===== config.mk =====
export PLATFORM = sky130hd
export DESIGN_NAME = pc_gen
export DESIGN_NICKNAME = d
export VERILOG_FILES = /design/src/rtl/pc_gen_pkg.sv /design/src/rtl/pc_gen_hist.sv /design/src/rtl/pc_gen.sv
export SDC_FILE = /design/constraint.sdc
export NUM_CORES = 1
export LEC_CHECK = 0
export BUFFER_PORTS_ARGS = -buffer_cell sky130_fd_sc_hd__buf_2
export CORE_UTILIZATION = 49
export CTS_CLUSTER_SIZE = 12
export DETAILED_ROUTE_END_ITERATION = 12
export GPL_ROUTABILITY_DRIVEN = 0
export PLACE_DENSITY = 0.93
export SLEW_MARGIN = 20
export SYNTH_ARGS = -nofsm -noshare
export SYNTH_HDL_FRONTEND = slang
export SYNTH_SLANG_ARGS = --single-unit

===== constraint.sdc =====
create_clock -name clk_i -period 2.6 [get_ports clk_i]
set_clock_uncertainty 0.05 [all_clocks]
set_input_delay 0.26 -clock clk_i [delete_from_list [all_inputs] [get_ports clk_i]]
set_output_delay 0.26 -clock clk_i [all_outputs]
set_load 0.01 [all_outputs]

===== src/rtl/pc_gen_pkg.sv =====
// Shared types and helpers for the IF-stage program-counter generator.
package pc_gen_pkg;

  typedef enum logic [1:0] {
    BOOT = 2'd0,
    RUN  = 2'd1,
    PEND = 2'd2
  } pc_state_e;

  // Widest PC the pending-redirect slot can carry; narrower PCs are zero-extended.
  localparam int unsigned PC_MAX_W = 64;

  typedef struct packed {
    logic                valid;
    logic [PC_MAX_W-1:0] pc;
  } redirect_t;

  function automatic logic [PC_MAX_W-1:0] align_mask(input int unsigned instr_bytes);
    return PC_MAX_W'(instr_bytes - 32'd1);
  endfunction

endpackage


===== src/rtl/pc_gen_hist.sv =====
// Ring buffer of the PCs replaced by applied traps/redirects; index 0 reads the newest entry.
module pc_gen_hist #(
  parameter int unsigned WIDTH = 32,
  parameter int unsigned DEPTH = 4
) (
  input  logic                     clk_i,
  input  logic                     rst_i,
  input  logic                     wr_en_i,
  input  logic [WIDTH-1:0]         wr_pc_i,
  input  logic [$clog2(DEPTH)-1:0] rd_idx_i,
  output logic [WIDTH-1:0]         rd_pc_o
);

  localparam int unsigned IDX_W = $clog2(DEPTH);

  logic [WIDTH-1:0] mem_q [DEPTH];
  logic [IDX_W-1:0] wr_ptr_q;
  logic [IDX_W-1:0] rd_ptr_s;

  // Entries are cleared on reset so never-written slots read as zero.
  always_ff @(posedge clk_i) begin
    if (rst_i) begin
      wr_ptr_q <= '0;
      for (int i = 0; i < int'(DEPTH); i++) begin
        mem_q[i] <= '0;
      end
    end else if (wr_en_i) begin
      mem_q[wr_ptr_q] <= wr_pc_i;
      wr_ptr_q        <= wr_ptr_q + IDX_W'(1);
    end
  end

  // DEPTH is a power of two, so the pointer arithmetic wraps naturally.
  assign rd_ptr_s = wr_ptr_q - rd_idx_i - IDX_W'(1);
  assign rd_pc_o  = mem_q[rd_ptr_s];

endmodule


===== src/rtl/pc_gen.sv =====
// IF-stage PC generator: trap > redirect > pending redirect > stall > sequential, with flush counter.
// Optional redirect history ring buffer enabled by defining PC_GEN_HIST_EN.
module pc_gen
  import pc_gen_pkg::*;
#(
  parameter int unsigned       WIDTH        = 32,
  parameter logic [WIDTH-1:0]  RESET_VEC    = '0,
  parameter int unsigned       INSTR_BYTES  = 4,
  parameter int unsigned       FLUSH_CYCLES = 2,
  parameter int unsigned       HIST_DEPTH   = 4
) (
  input  logic                          clk_i,
  input  logic                          rst_i,
  input  logic                          stall_i,
  input  logic                          redirect_valid_i,
  input  logic [WIDTH-1:0]              redirect_pc_i,
  input  logic                          trap_valid_i,
  input  logic [WIDTH-1:0]              trap_vec_i,
  output logic [WIDTH-1:0]              current_pc_o,
  output logic                          pc_valid_o,
  output logic [WIDTH-1:0]              pc_plus_o,
  output logic                          kill_o,
  output logic                          misalign_o,
  output logic [WIDTH-1:0]              pc_debug_o,
  input  logic [$clog2(HIST_DEPTH)-1:0] hist_idx_i,
  output logic [WIDTH-1:0]              hist_pc_o
);

  localparam logic [WIDTH-1:0] LOW_MASK  = WIDTH'(align_mask(INSTR_BYTES));
  localparam logic [WIDTH-1:0] INC       = WIDTH'(INSTR_BYTES);
  localparam logic [2:0]       KILL_LOAD = 3'(FLUSH_CYCLES);

  pc_state_e        state_q, state_d;
  logic [WIDTH-1:0] pc_q, pc_d;
  redirect_t        pend_q, pend_d;
  logic [2:0]       kill_q, kill_d;
  logic             misalign_q, misalign_d;
  logic             valid_q, valid_d;
  logic             apply_s;
  logic [WIDTH-1:0] target_s;

  // Next-state selection; any applied target also reloads the flush counter.
  always_comb begin
    state_d    = state_q;
    pc_d       = pc_q;
    pend_d     = pend_q;
    misalign_d = 1'b0;
    apply_s    = 1'b0;
    target_s   = '0;
    if ((kill_q != 3'd0) && !stall_i) begin
      kill_d = kill_q - 3'd1;
    end else begin
      kill_d = kill_q;
    end
    case (state_q)
      BOOT: state_d = RUN;
      RUN, PEND: begin
        if (trap_valid_i) begin
          apply_s  = 1'b1;
          target_s = trap_vec_i;
        end else if (redirect_valid_i && !stall_i) begin
          apply_s  = 1'b1;
          target_s = redirect_pc_i;
        end else if (redirect_valid_i) begin
          pend_d.valid = 1'b1;
          pend_d.pc    = PC_MAX_W'(redirect_pc_i);
          state_d      = PEND;
        end else if (pend_q.valid && !stall_i) begin
          apply_s  = 1'b1;
          target_s = WIDTH'(pend_q.pc);
        end else if (stall_i) begin
          pc_d = pc_q;
        end else begin
          pc_d = pc_q + INC;
        end
      end
      default: state_d = BOOT;
    endcase
    if (apply_s) begin
      pc_d       = target_s & ~LOW_MASK;
      misalign_d = |(target_s & LOW_MASK);
      kill_d     = KILL_LOAD;
      pend_d     = '0;
      state_d    = RUN;
    end else begin
      misalign_d = 1'b0;
    end
    valid_d = (state_d != BOOT);
  end

  // State registers with synchronous reset.
  always_ff @(posedge clk_i) begin
    if (rst_i) begin
      state_q    <= BOOT;
      pc_q       <= RESET_VEC;
      pend_q     <= '0;
      kill_q     <= 3'd0;
      misalign_q <= 1'b0;
      valid_q    <= 1'b0;
    end else begin
      state_q    <= state_d;
      pc_q       <= pc_d;
      pend_q     <= pend_d;
      kill_q     <= kill_d;
      misalign_q <= misalign_d;
      valid_q    <= valid_d;
    end
  end

  assign current_pc_o = pc_q;
  assign pc_debug_o   = pc_q;
  assign pc_plus_o    = pc_q + INC;
  assign pc_valid_o   = valid_q;
  assign kill_o       = (kill_q != 3'd0);
  assign misalign_o   = misalign_q;

`ifdef PC_GEN_HIST_EN
  pc_gen_hist #(
    .WIDTH (WIDTH),
    .DEPTH (HIST_DEPTH)
  ) u_hist (
    .clk_i    (clk_i),
    .rst_i    (rst_i),
    .wr_en_i  (apply_s),
    .wr_pc_i  (pc_q),
    .rd_idx_i (hist_idx_i),
    .rd_pc_o  (hist_pc_o)
  );
`else
  logic unused_hist_s;
  assign unused_hist_s = ^hist_idx_i;
  assign hist_pc_o     = '0;
`endif

endmodule


==> metrics.md, run 1 <==
| Metric | Value |
|---|---|
| Die area | `0.0101 mm2` |
| Rows | `35` |
| Slew @ Worst Pin | `541 ps` |
| Period utilization | `96.6%` |
| RSZ-0062 raised after global routing | `yes` |
| CP Capture Type | `primary output` |
| Largest net degree at the start of global routing | `35` |
| Worst min-delay path class | `in -> reg` |
| Initial antenna violation count | `0` |
| Static leakage | `2.47 nW` |
| Setup-failing EPs final | `0` |
| # H-tree levels | `3` |
| Reg2reg path depth | `7` |
| Reg clk slew, reported paths | `80 ps` |
| Critical Path RT | `2290 ps` |
| Vias post-DR | `5016` |
| Setup tns final | `0 ps` |
| Via-to-Cell Ratio | `5.54` |
| Setup crit end | `pc_plus_o[23]` |
| Bufs and invs on worst path | `1` |
| Final Max Slew Viols | `0` |
| Outcome | `finished, final reports clean` |
| Hold path start | `redirect_pc_i[7]` |
| Starting Density | `51.2%` |
| Avg Synthesized Cell Area | `7.28 um2` |
| Max capacitance violation total | `0` |
| Post-synthesis cell type count | `58` |
| Ys Warns | `0` |
| Post-synth EDFFs | `0` |
| Crit-path max cell delay | `490 ps` |
| P&R area growth vs syn | `16.2%` |
| Post-DP HPWL | `10100 um` |
| Post-synth ARST share | `0%` |
| GRT Total Usage | `27.0%` |
| CP startpoint kind | `register` |
| Clock Tree Buf Depth | `2` |
| Final Critical Period | `2510 ps` |
| CTS tree | `done` |
| Setup WS post-layout | `88.7 ps` |
| Post-CTS Setup Inserts | `0` |
| Post-Syn Instances | `656` |
| Post-DRT Antenna Nets | `0` |
| Die W | `101 um` |
| Chip Height | `101 um` |
| Avg WL per Cell | `15.2 um` |
| Grt total ovfl | `0` |
| Worst setup path class | `reg -> out` |
| CTS sink cnt | `70` |
| Non-filler instance count after layout | `906` |
| I/O pins | `202` |
| Pwr dens | `497 mW/mm2` |
| Worst-Skew Late Latency | `340 ps` |
| Hold Slack | `117 ps` |
| DRT Wirelength | `13800 um` |
| Primary FF master, synth | `dfxtp_1` |
| Number of global-route vias before repair | `4231` |
| CP max-delay cell | `dfxtp_1` |
| Reg2Reg Setup Slack | `380 ps` |
| Final Hold Vio Count | `0` |
| Worst R2R Start | `state_q[0]` |
| Share of cells above drive strength 1 | `27.9%` |
| Nets | `848` |
| Worst slew margin | `63.9%` |
| Crit-path max FO | `10` |
| Worst r2r dst | `current_pc_o[31]` |
| # DRC | `0` |
| CP Cell Sequence | `and4_1, nand4_1, nor3_2, xor2_1, buf_2` |
| Root cell of the clock tree | `clkbuf_8` |
| WP data arrival | `2200 ps` |
| Number of synthesized register bits | `70` |
| CTS buffer count | `9` |
| CP delay by family, top | `simple AND/OR/NAND/NOR gates` |
| Core ar. | `0.00933 mm2` |
| Max Freq | `398 MHz` |
| 1st-iter DRT viols | `324` |
| Sequential-to-total area share from yosys stat | `29.4%` |
| Dpl ws | `393 ps` |
| N_diodes | `0` |
| Worst vdd ir | `239 uV` |
| Cts hold-fix bufs | `0` |
| First-pass GRT wire length | `21400 um` |
| PortBufs | `161` |
| Crit path depth | `5` |
| Pre-Repair DR Iteration Count | `5` |
| Cells after DPL | `890` |
| Critical path startpoint | `current_pc_o[7]` |
| Cell Area, Synth | `0.00477 mm2` |
==> report_power, final <==
group          internal (mW)  switching (mW)
Clock                  0.438           0.412
Sequential              1.13          0.0790
Combinational          0.279           0.421
Total                   1.85           0.912
==> cell usage in the layout, fill, tap and decap left out, types with 4 or more instances in the layout <==
| master | Yosys | routed |
|---|---|---|
| buf_2 | 7 | 161 |
| nand2_1 | 138 | 138 |
| dfxtp_1 | 70 | 70 |
| a21oi_1 | 57 | 57 |
| o21ai_0 | 45 | 45 |
| conb_1 | 1 | 38 |
| nor2_1 | 27 | 27 |
| buf_4 | 69 | 23 |
| xnor2_1 | 22 | 22 |
| a22oi_1 | 19 | 19 |
| nand3_1 | 18 | 18 |
| inv_1 | 10 | 10 |
| a221oi_1 | 10 | 10 |
| and3_1 | 10 | 9 |
| o32a_1 | 9 | 9 |
| clkbuf_8 | 0 | 9 |
| xor2_1 | 8 | 8 |
| nor3_1 | 10 | 8 |
| a31oi_1 | 7 | 7 |
| nor4_1 | 7 | 7 |
| and2_1 | 5 | 5 |
| nand4_1 | 5 | 5 |
| a22o_1 | 5 | 5 |
| ha_1 | 5 | 5 |
| o211ai_1 | 4 | 4 |
| clkinv_2 | 0 | 4 |
==> cell type report <==
cell class / instances / area (um2)
Sequential cell: 70 / 1400
Tap cell: 129 / 161
Inverter: 10 / 37.5
Timing Repair Buffer: 184 / 978
Clock inverter: 5 / 50.0
Fill cell: 870 / 3780
Clock buffer: 11 / 131
Multi-Input combinational cell: 497 / 2790
==> synth_stat cells, types with 2 or more instances <==
cell type	instances	area, um2
xor2_1	8	70.1
clkbuf_1	38	143
and3_1	10	62.6
buf_4	69	518
and2_1	5	31.3
a22o_1	5	43.8
a31o_2	2	17.5
ha_1	5	62.6
or3_1	2	12.5
and3b_1	3	26.3
nand2_1	138	518
a22oi_1	19	143
buf_2	7	35.0
o32a_1	9	90.1
nand3_1	18	90.1
a21o_1	3	22.5
mux2i_1	3	30.0
and4_1	3	26.3
buf_1	2	7.51
and3_2	2	15.0
or2_2	2	12.5
a31oi_1	7	43.8
a221o_1	2	20.0
inv_1	10	37.5
dfxtp_1	70	1400
nor2_1	27	101
o21ai_0	45	225
xnor2_1	22	193
a221oi_1	10	87.6
nor4_1	7	43.8
a21oi_1	57	285
nand3_2	2	20.0
nand4_1	5	31.3
nor2b_1	2	12.5
o211ai_1	4	30.0
nor3b_1	2	15.0
nor3_1	10	50.1
==> routing by layer <==
| metal | track usage [%] | up-vias | share of wire (%) |
|---|---|---|---|
| li1 | - | 2414 | - |
| met1 | 36.8 | 2294 | 42 |
| met2 | 42.1 | 285 | 45 |
| met3 | 6.38 | 23 | 11 |
| met4 | 8.47 | 0 | 1.7 |
| met5 | 0 | - | 0 |
==> worst min path at each step <==
stage	cells after the start	slack (ps)	end
global route	3	110	pend_q[9]
finish	3	120	pend_q[7]
detailed placement	2	400	pend_q[26]
CTS	3	110	pend_q[10]
floorplan	2	350	pend_q[0]
global placement	2	390	pend_q[26]
==> flip-flops by register name, summed over array words and instances, names as in the netlist <==
register,flops
kill_q,3
misalign_o,1
current_pc_o,30
state_q,2
pend_q,33
pc_valid_o,1
==> kinds of logic after synthesis <==
logic type	Yosys count	share of synthesized area [%]
AND/OR/NAND/NOR	246	24.5
AO/OA/AOI/OAI	175	23.1
buffers and inverters	126	15.5
flip-flops	70	29.4
XOR/XNOR	30	5.50
adder cells (fa/ha/maj)	5	1.31
multiplexers	3	0.629
other	1	0.0786
==> through the flow <==
stage / cell area [um2] / utilization (%) / power [mW]
3_5_place_dp: 5350 / 57.4 / 1.92
3_3_place_gp: 5350 / 57.4 / 1.90
6_report: 5550 / 59.5 / 2.76
2_1_floorplan: 4910 / - / 1.72
4_1_cts: 5530 / 59.3 / 2.76
5_1_grt: 5550 / 59.5 / 2.89
==> timing repair <==
item,CTS,global route
hold endpoints to repair,0,0
endpoints found under the setup margin,0,12
resized for setup,0,4
==> worst register-to-register path, delay by kind of cell (launching register included) <==
| family | cells | cell delay [ps] |
|---|---|---|
| and+or+nand+nor | 3 | 850 |
| adders and majority gates | 1 | 430 |
| DFF | 1 | 350 |
| buffers and inverters | 2 | 320 |
| AOI/OAI and AO/OA | 1 | 160 |
No activity file was read; power rests on OpenSTA's default activity.
==> run 2, diff against run 1 <==
--- a/config.mk
+++ b/config.mk
@@ -6,11 +6,11 @@
 export NUM_CORES = 1
 export LEC_CHECK = 0
 export BUFFER_PORTS_ARGS = -buffer_cell sky130_fd_sc_hd__buf_2
-export CORE_UTILIZATION = 49
+export CORE_UTILIZATION = 53
 export CTS_CLUSTER_SIZE = 12
 export DETAILED_ROUTE_END_ITERATION = 12
 export GPL_ROUTABILITY_DRIVEN = 0
-export PLACE_DENSITY = 0.93
+export PLACE_DENSITY = 0.95
 export SLEW_MARGIN = 20
 export SYNTH_ARGS = -nofsm -noshare
 export SYNTH_HDL_FRONTEND = slang
==> constraint.sdc (replaced) <==
create_clock -name clk_i -period 3.05 [get_ports clk_i]
set_clock_uncertainty 0.05 [all_clocks]
set_input_delay 0.305 -clock clk_i [delete_from_list [all_inputs] [get_ports clk_i]]
set_output_delay 0.305 -clock clk_i [all_outputs]
set_load 0.01 [all_outputs]
==> run 2 against run 1 <==
Net effect: first-iteration DRC count increased by 2.8%; non-clock buffer count decreased by 13; via count decreased by 1.5%; core utilization increased by 2.8 points; clock power decreased by 8.7%; critical endpoint is now pc_plus_o[20]; largest cell class unchanged; global-route usage increased by 1.5 points.
==> metrics.md, run 2 (synthesis gave the netlist of run 1 again) <==
| Metric | Value |
|---|---|
| Outcome | `finished, final reports clean` |
| Post-CTS Setup Inserts | `0 (unchanged)` |
| Post-DP HPWL | `9810 um (-2.8%)` |
| Crit-path max FO | `12 (+2)` |
| Hold Path Depth | `3 (unchanged)` |
| # DRC | `0 (unchanged)` |
| Chip Height | `96.9 um (-3.8%)` |
| Via-to-Cell Ratio | `5.67 (+2.4%)` |
| Slew @ Worst Pin | `662 ps (+121 ps)` |
| Worst setup path class | `reg -> out` |
| Cells after DPL | `856 (-3.8%)` |
| Worst r2r dst | `current_pc_o[26]` |
| Share of cells above drive strength 1 | `26.4% (-1.5 points)` |
| Most frequent cells in the layout | `buf_2, nand2_1, dfxtp_1, a21oi_1, o21ai_0` |
| Worst min-delay path class | `in -> reg` |
| Setup-failing EPs final | `0 (unchanged)` |
| CTS tree | `done` |
| Worst R2R Start | `current_pc_o[2]` |
| Largest register by flop count | `pend_q` |
| Final core utilization | `62.3% (+2.8 points)` |
| Vias post-DR | `4942 (-1.5%)` |
| First-pass GRT wire length | `21600 um (+1.1%)` |
| N_diodes | `0 (unchanged)` |
| Final Hold Vio Count | `0 (unchanged)` |
| RSZ-0062 raised after global routing | `no` |
| DRT Wirelength | `13500 um (-2.2%)` |
| Non-filler instance count after layout | `872 (-3.8%)` |
| # H-tree levels | `3 (unchanged)` |
| CP startpoint kind | `register` |
| Avg WL per Cell | `15.4 um (+1.6%)` |
| Core ar. | `0.00872 mm2 (-6.5%)` |
| Commonest non-fill, non-tap cell in the layout | `buf_2` |
| Pwr dens | `438 mW/mm2 (-12%)` |
| Initial antenna violation count | `0 (unchanged)` |
| Post-DRT Antenna Nets | `0 (unchanged)` |
| Static leakage | `2.41 nW (-2.5%)` |
| Setup tns final | `0 ps (unchanged)` |
| Worst vdd ir | `226 uV (-5.5%)` |
| Number of global-route vias before repair | `4280 (+1.2%)` |
| Hold path start | `redirect_pc_i[9]` |
| Clock Tree Buf Depth | `2 (unchanged)` |
| CTS sink cnt | `70 (unchanged)` |
| I/O pins | `202 (unchanged)` |
| Max reg flops | `33 (unchanged)` |
| Grt total ovfl | `0 (unchanged)` |
| Starting Density | `54.7% (+3.6 points)` |
| Reg2reg path depth | `6 (-1)` |
| Nets | `835 (-1.5%)` |
| Final Max Slew Viols | `0 (unchanged)` |
| Reg clk slew, reported paths | `70 ps (about the same)` |
| Die W | `96.9 um (-3.8%)` |
| Worst-Skew Late Latency | `360 ps (+20 ps)` |
| Max capacitance violation total | `0 (unchanged)` |
| Max Freq | `363 MHz` |
| Root cell of the clock tree | `clkbuf_8` |
| Fillers | `811 (-6.8%)` |
| Pre-Repair DR Iteration Count | `5 (unchanged)` |
| Cts hold-fix bufs | `0 (unchanged)` |
| CTS buffer count | `9 (unchanged)` |
| WP data arrival | `2400 ps (+200 ps)` |
| Die area | `0.00939 mm2 (-7.4%)` |
| GRT Total Usage | `28.4% (+1.5 points)` |
| P&R area growth vs syn | `13.8%` |
| Reg2Reg Setup Slack | `680 ps (+300 ps)` |
| Period utilization | `90.3%` |
| Critical Path RT | `2690 ps (+400 ps)` |
| CP Capture Type | `primary output` |
| Rows | `34 (-2.9%)` |
| Final Critical Period | `2750 ps` |
| 1st-iter DRT viols | `333 (+2.8%)` |
| PortBufs | `161 (unchanged)` |
| Largest net degree at the start of global routing | `36 (+2.9%)` |
| Hold-critical path endpoint | `pend_q[9]` |
| Worst slew margin | `55.8% (-8.1 points)` |
[run 2: cell count changes in the layout (fill, tap and decap cells not counted), moves of 2 or more]
cell      before  now
buf_4         23   10
nor3_1         8   10
clkbuf_8       9   11
nor3_2         2    0
clkinv_2       4    1
[run 2: what timing repair did]
item,in CTS,in global routing
resized for setup,0,1
setup endpoints to repair,0,2
endpoints found under the hold margin,0,0
[run 2: area by class of cell]
type                       count  area [um2]  share of cell area (%)
clock inverter                 3        42.5                   0.783
inverter                      10        37.5                   0.691
multi-input combinational    497        2780                    51.1
tap                          108         135                    2.49
sequential                    70        1400                    25.8
clock buffer                  13         159                    2.92
timing repair buffer         171         881                    16.2
[run 2: stage by stage]
stage          hold WS, ps  total power, mW  cell area, um2  setup WS (ps)
2_1_floorplan          382             1.46            4910            899
4_1_cts                134             2.38            5430            154
5_1_grt                140             2.49            5430            121
3_5_place_dp           392             1.61            5230            535
3_3_place_gp           388             1.60            5230            589
6_report               139             2.38            5430            296
[run 2: worst max path at each step]
stage                     from             to  cells after the start
6_report       current_pc_o[2]  pc_plus_o[20]                      6
3_5_place_dp   current_pc_o[2]  pc_plus_o[20]                      6
4_1_cts        current_pc_o[2]  pc_plus_o[20]                      6
3_3_place_gp   current_pc_o[2]  pc_plus_o[28]                      6
2_1_floorplan  current_pc_o[2]  pc_plus_o[28]                      6
5_1_grt        current_pc_o[2]  pc_plus_o[20]                      6
[run 2: metal layers]
metal	share of wire (%)	wire [um]	up-vias	GRT usage (%)
met2	46	6230	274	44.5
met1	42	5630	2254	37.8
met4	2.5	330	0	10.3
li1	-	-	2387	-
met5	0	0	-	0
met3	9.5	1280	27	6.94
[run 2: critical path, cell delays in order, from the launching register on]
cell and delay [ps]:
dfxtp_1 510, ha_1 320, and4_1 290, and3_2 370, nand3_1 210, xnor2_1 190
buf_2 150
[run 2: where the power goes]
part           leakage (nW)  switching, mW  total [mW]  internal [mW]
Clock                0.0996          0.354       0.776          0.422
Sequential            0.569         0.0729        1.04          0.962
Combinational          1.74          0.346       0.569          0.223
Total                  2.41          0.773        2.38           1.61
==> run 3, diff against run 2 <==
--- a/config.mk
+++ b/config.mk
@@ -10,7 +10,7 @@
 export CTS_CLUSTER_SIZE = 12
 export DETAILED_ROUTE_END_ITERATION = 12
 export GPL_ROUTABILITY_DRIVEN = 0
-export PLACE_DENSITY = 0.95
+export PLACE_DENSITY_LB_ADDON = 0.15
 export SLEW_MARGIN = 20
 export SYNTH_ARGS = -nofsm -noshare
 export SYNTH_HDL_FRONTEND = slang
==> run 3 against run 2 <==
Net effect: total power is 3.4% higher; die area stayed put; maximum frequency is 5.4% lower; critical path depth stayed put; via count hardly changed; largest cell class unchanged.
==> metrics.md, run 3 (synthesis gave the netlist of run 1 again) <==
| Metric | Value |
|---|---|
| Worst-Skew Late Latency | `340 ps (-20 ps)` |
| DP Area | `0.00524 mm2 (+0.26%)` |
| Hold-critical path endpoint | `pend_q[10]` |
| Largest register by flop count | `pend_q` |
| Slew @ Worst Pin | `713 ps (+50.8 ps)` |
| Worst slew margin | `52.4% (-3.4 points)` |
| Bufs and invs on worst path | `1 (unchanged)` |
| Critical Path RT | `2690 ps (about the same)` |
| Worst min-delay path class | `in -> reg` |
| CP startpoint kind | `register` |
| Setup-failing EPs final | `0 (unchanged)` |
| Via-to-Cell Ratio | `5.66 (-0.13%)` |
| Pre-Repair DR Iteration Count | `4 (-1)` |
| Root cell of the clock tree | `clkbuf_8` |
| Crit-path max cell delay | `520 ps (about the same)` |
| Share of cells above drive strength 1 | `26.5% (+0.096 points)` |
| Commonest non-fill, non-tap cell in the layout | `buf_2` |
| # DRC | `0 (unchanged)` |
| Vias post-DR | `4941 (-0.020%)` |
| Rows | `34 (unchanged)` |
| Period utilization | `95.5% (+5.2 points)` |
| CP Cell Sequence | `ha_1, and4_1, and3_1, and3_2, xor2_1, buf_2` |
| Crit-path max FO | `12 (unchanged)` |
| Chip Height | `96.9 um (unchanged)` |
| PortBufs | `161 (unchanged)` |
| Starting Density | `54.7% (unchanged)` |
| P&R area growth vs syn | `14.5%` |
| Outcome | `finished, final reports clean` |
| DRT Wirelength | `13500 um (+0.20%)` |
| Final Critical Period | `2910 ps (+158 ps)` |
| Number of global-route vias before repair | `4160 (-2.8%)` |
| Worst vdd ir | `307 uV (+36%)` |
| Setup tns final | `0 ps (unchanged)` |
| Most frequent cells in the layout | `buf_2, nand2_1, dfxtp_1, a21oi_1, o21ai_0` |
| Reg clk slew, reported paths | `80 ps (about the same)` |
| Reg2reg path depth | `6 (unchanged)` |
| CTS sink cnt | `70 (unchanged)` |
| CP delay by family, top | `simple AND/OR/NAND/NOR gates` |
| Post-DP HPWL | `9640 um (-1.8%)` |
| Initial antenna violation count | `0 (unchanged)` |
| WP data arrival | `2560 ps (+160 ps)` |
| N_diodes | `0 (unchanged)` |
| Fillers | `854 (+5.3%)` |
| CP max-delay cell | `dfxtp_1` |
| Die area | `0.00939 mm2 (unchanged)` |
| Hold Path Depth | `3 (unchanged)` |
| Pwr dens | `450 mW/mm2 (+2.7%)` |
| Cts hold-fix bufs | `0 (unchanged)` |
| Max capacitance violation total | `0 (unchanged)` |
| Worst R2R Start | `current_pc_o[2]` |
| Grt total ovfl | `0 (unchanged)` |
| Post-CTS Setup Inserts | `0 (unchanged)` |
| Worst r2r dst | `current_pc_o[26]` |
| Max reg flops | `33 (unchanged)` |
| # H-tree levels | `3 (unchanged)` |
| Final Max Slew Viols | `0 (unchanged)` |
| GRT Total Usage | `27.7% (-0.76 points)` |
| Worst setup path class | `reg -> out` |
| Final Instance Area | `0.00547 mm2 (+0.60%)` |
| 1st-iter DRT viols | `314 (-5.7%)` |
| Reg2Reg Setup Slack | `500 ps (-180 ps)` |
| Max Freq | `343 MHz (-5.4%)` |
| Final Hold Vio Count | `0 (unchanged)` |
| CTS buffer count | `9 (unchanged)` |
| I/O pins | `202 (unchanged)` |
| Post-CTS Resized | `0 (unchanged)` |
| RSZ-0062 raised after global routing | `no` |
| Core ar. | `0.00872 mm2 (unchanged)` |
| Hold path start | `redirect_pc_i[10]` |
| Nets | `837 (+0.24%)` |
| CP Capture Type | `primary output` |
| Avg WL per Cell | `15.5 um (about the same)` |
| Die W | `96.9 um (unchanged)` |
| Static leakage | `2.43 nW (+1.0%)` |
| Clock Tree Buf Depth | `2 (unchanged)` |
| CTS tree | `done` |
| First-pass GRT wire length | `21300 um (-1.2%)` |
| Post-DRT Antenna Nets | `0 (unchanged)` |
| Largest net degree at the start of global routing | `35 (-2.8%)` |
## run 3: layer usage
layer  share of wire (%)  GRT usage, %
met4                 1.5          7.92
met2                  46          41.6
met3                 7.4          3.83
met5                   0             0
met1                  45          41.0
## run 3: per-stage QoR
stage                     worst slack (ps)  hold slack [ps]  util (%)  cells  total power [mW]
final                                  139              163      62.7    873              2.46
after global routing                  27.9              162      62.7    873              2.57
after CTS                              187              156      62.7    873              2.46
after detailed placement               543              396      60.1    858              1.62
after global placement                 533              388      60.1    858              1.61
after floorplan                        899              382         -    693              1.46
## run 3: worst max path at each step
stage,start,to,cells after the start
floorplan,current_pc_o[2],pc_plus_o[28],6
global placement,current_pc_o[2],pc_plus_o[28],6
detailed placement,current_pc_o[2],pc_plus_o[28],6
CTS,current_pc_o[2],pc_plus_o[28],6
global route,current_pc_o[2],pc_plus_o[20],6
finish,current_pc_o[2],pc_plus_o[28],6
## run 3: layout make-up
cell class	instances	area, um2	share of cell area (%)
Multi-Input combinational cell	497	2770	50.8
Sequential cell	70	1400	25.6
Timing Repair Buffer	173	896	16.4
Clock buffer	11	151	2.77
Tap cell	108	135	2.47
Clock inverter	4	70.1	1.28
Inverter	10	37.5	0.687
## run 3: worst register-to-register path, cell delays in order (launching register included)
cell and delay (ps):
dfxtp_1 520, ha_1 340, and4_1 280, and3_1 500
nand3_2 170, or4_1 520, o211ai_1 100
## run 3: report_power, final
group | leakage, nW | internal (mW) | switching (mW)
logic | 1.75 | 0.225 | 0.345
clock network | 0.115 | 0.499 | 0.353
registers | 0.569 | 0.962 | 0.0762
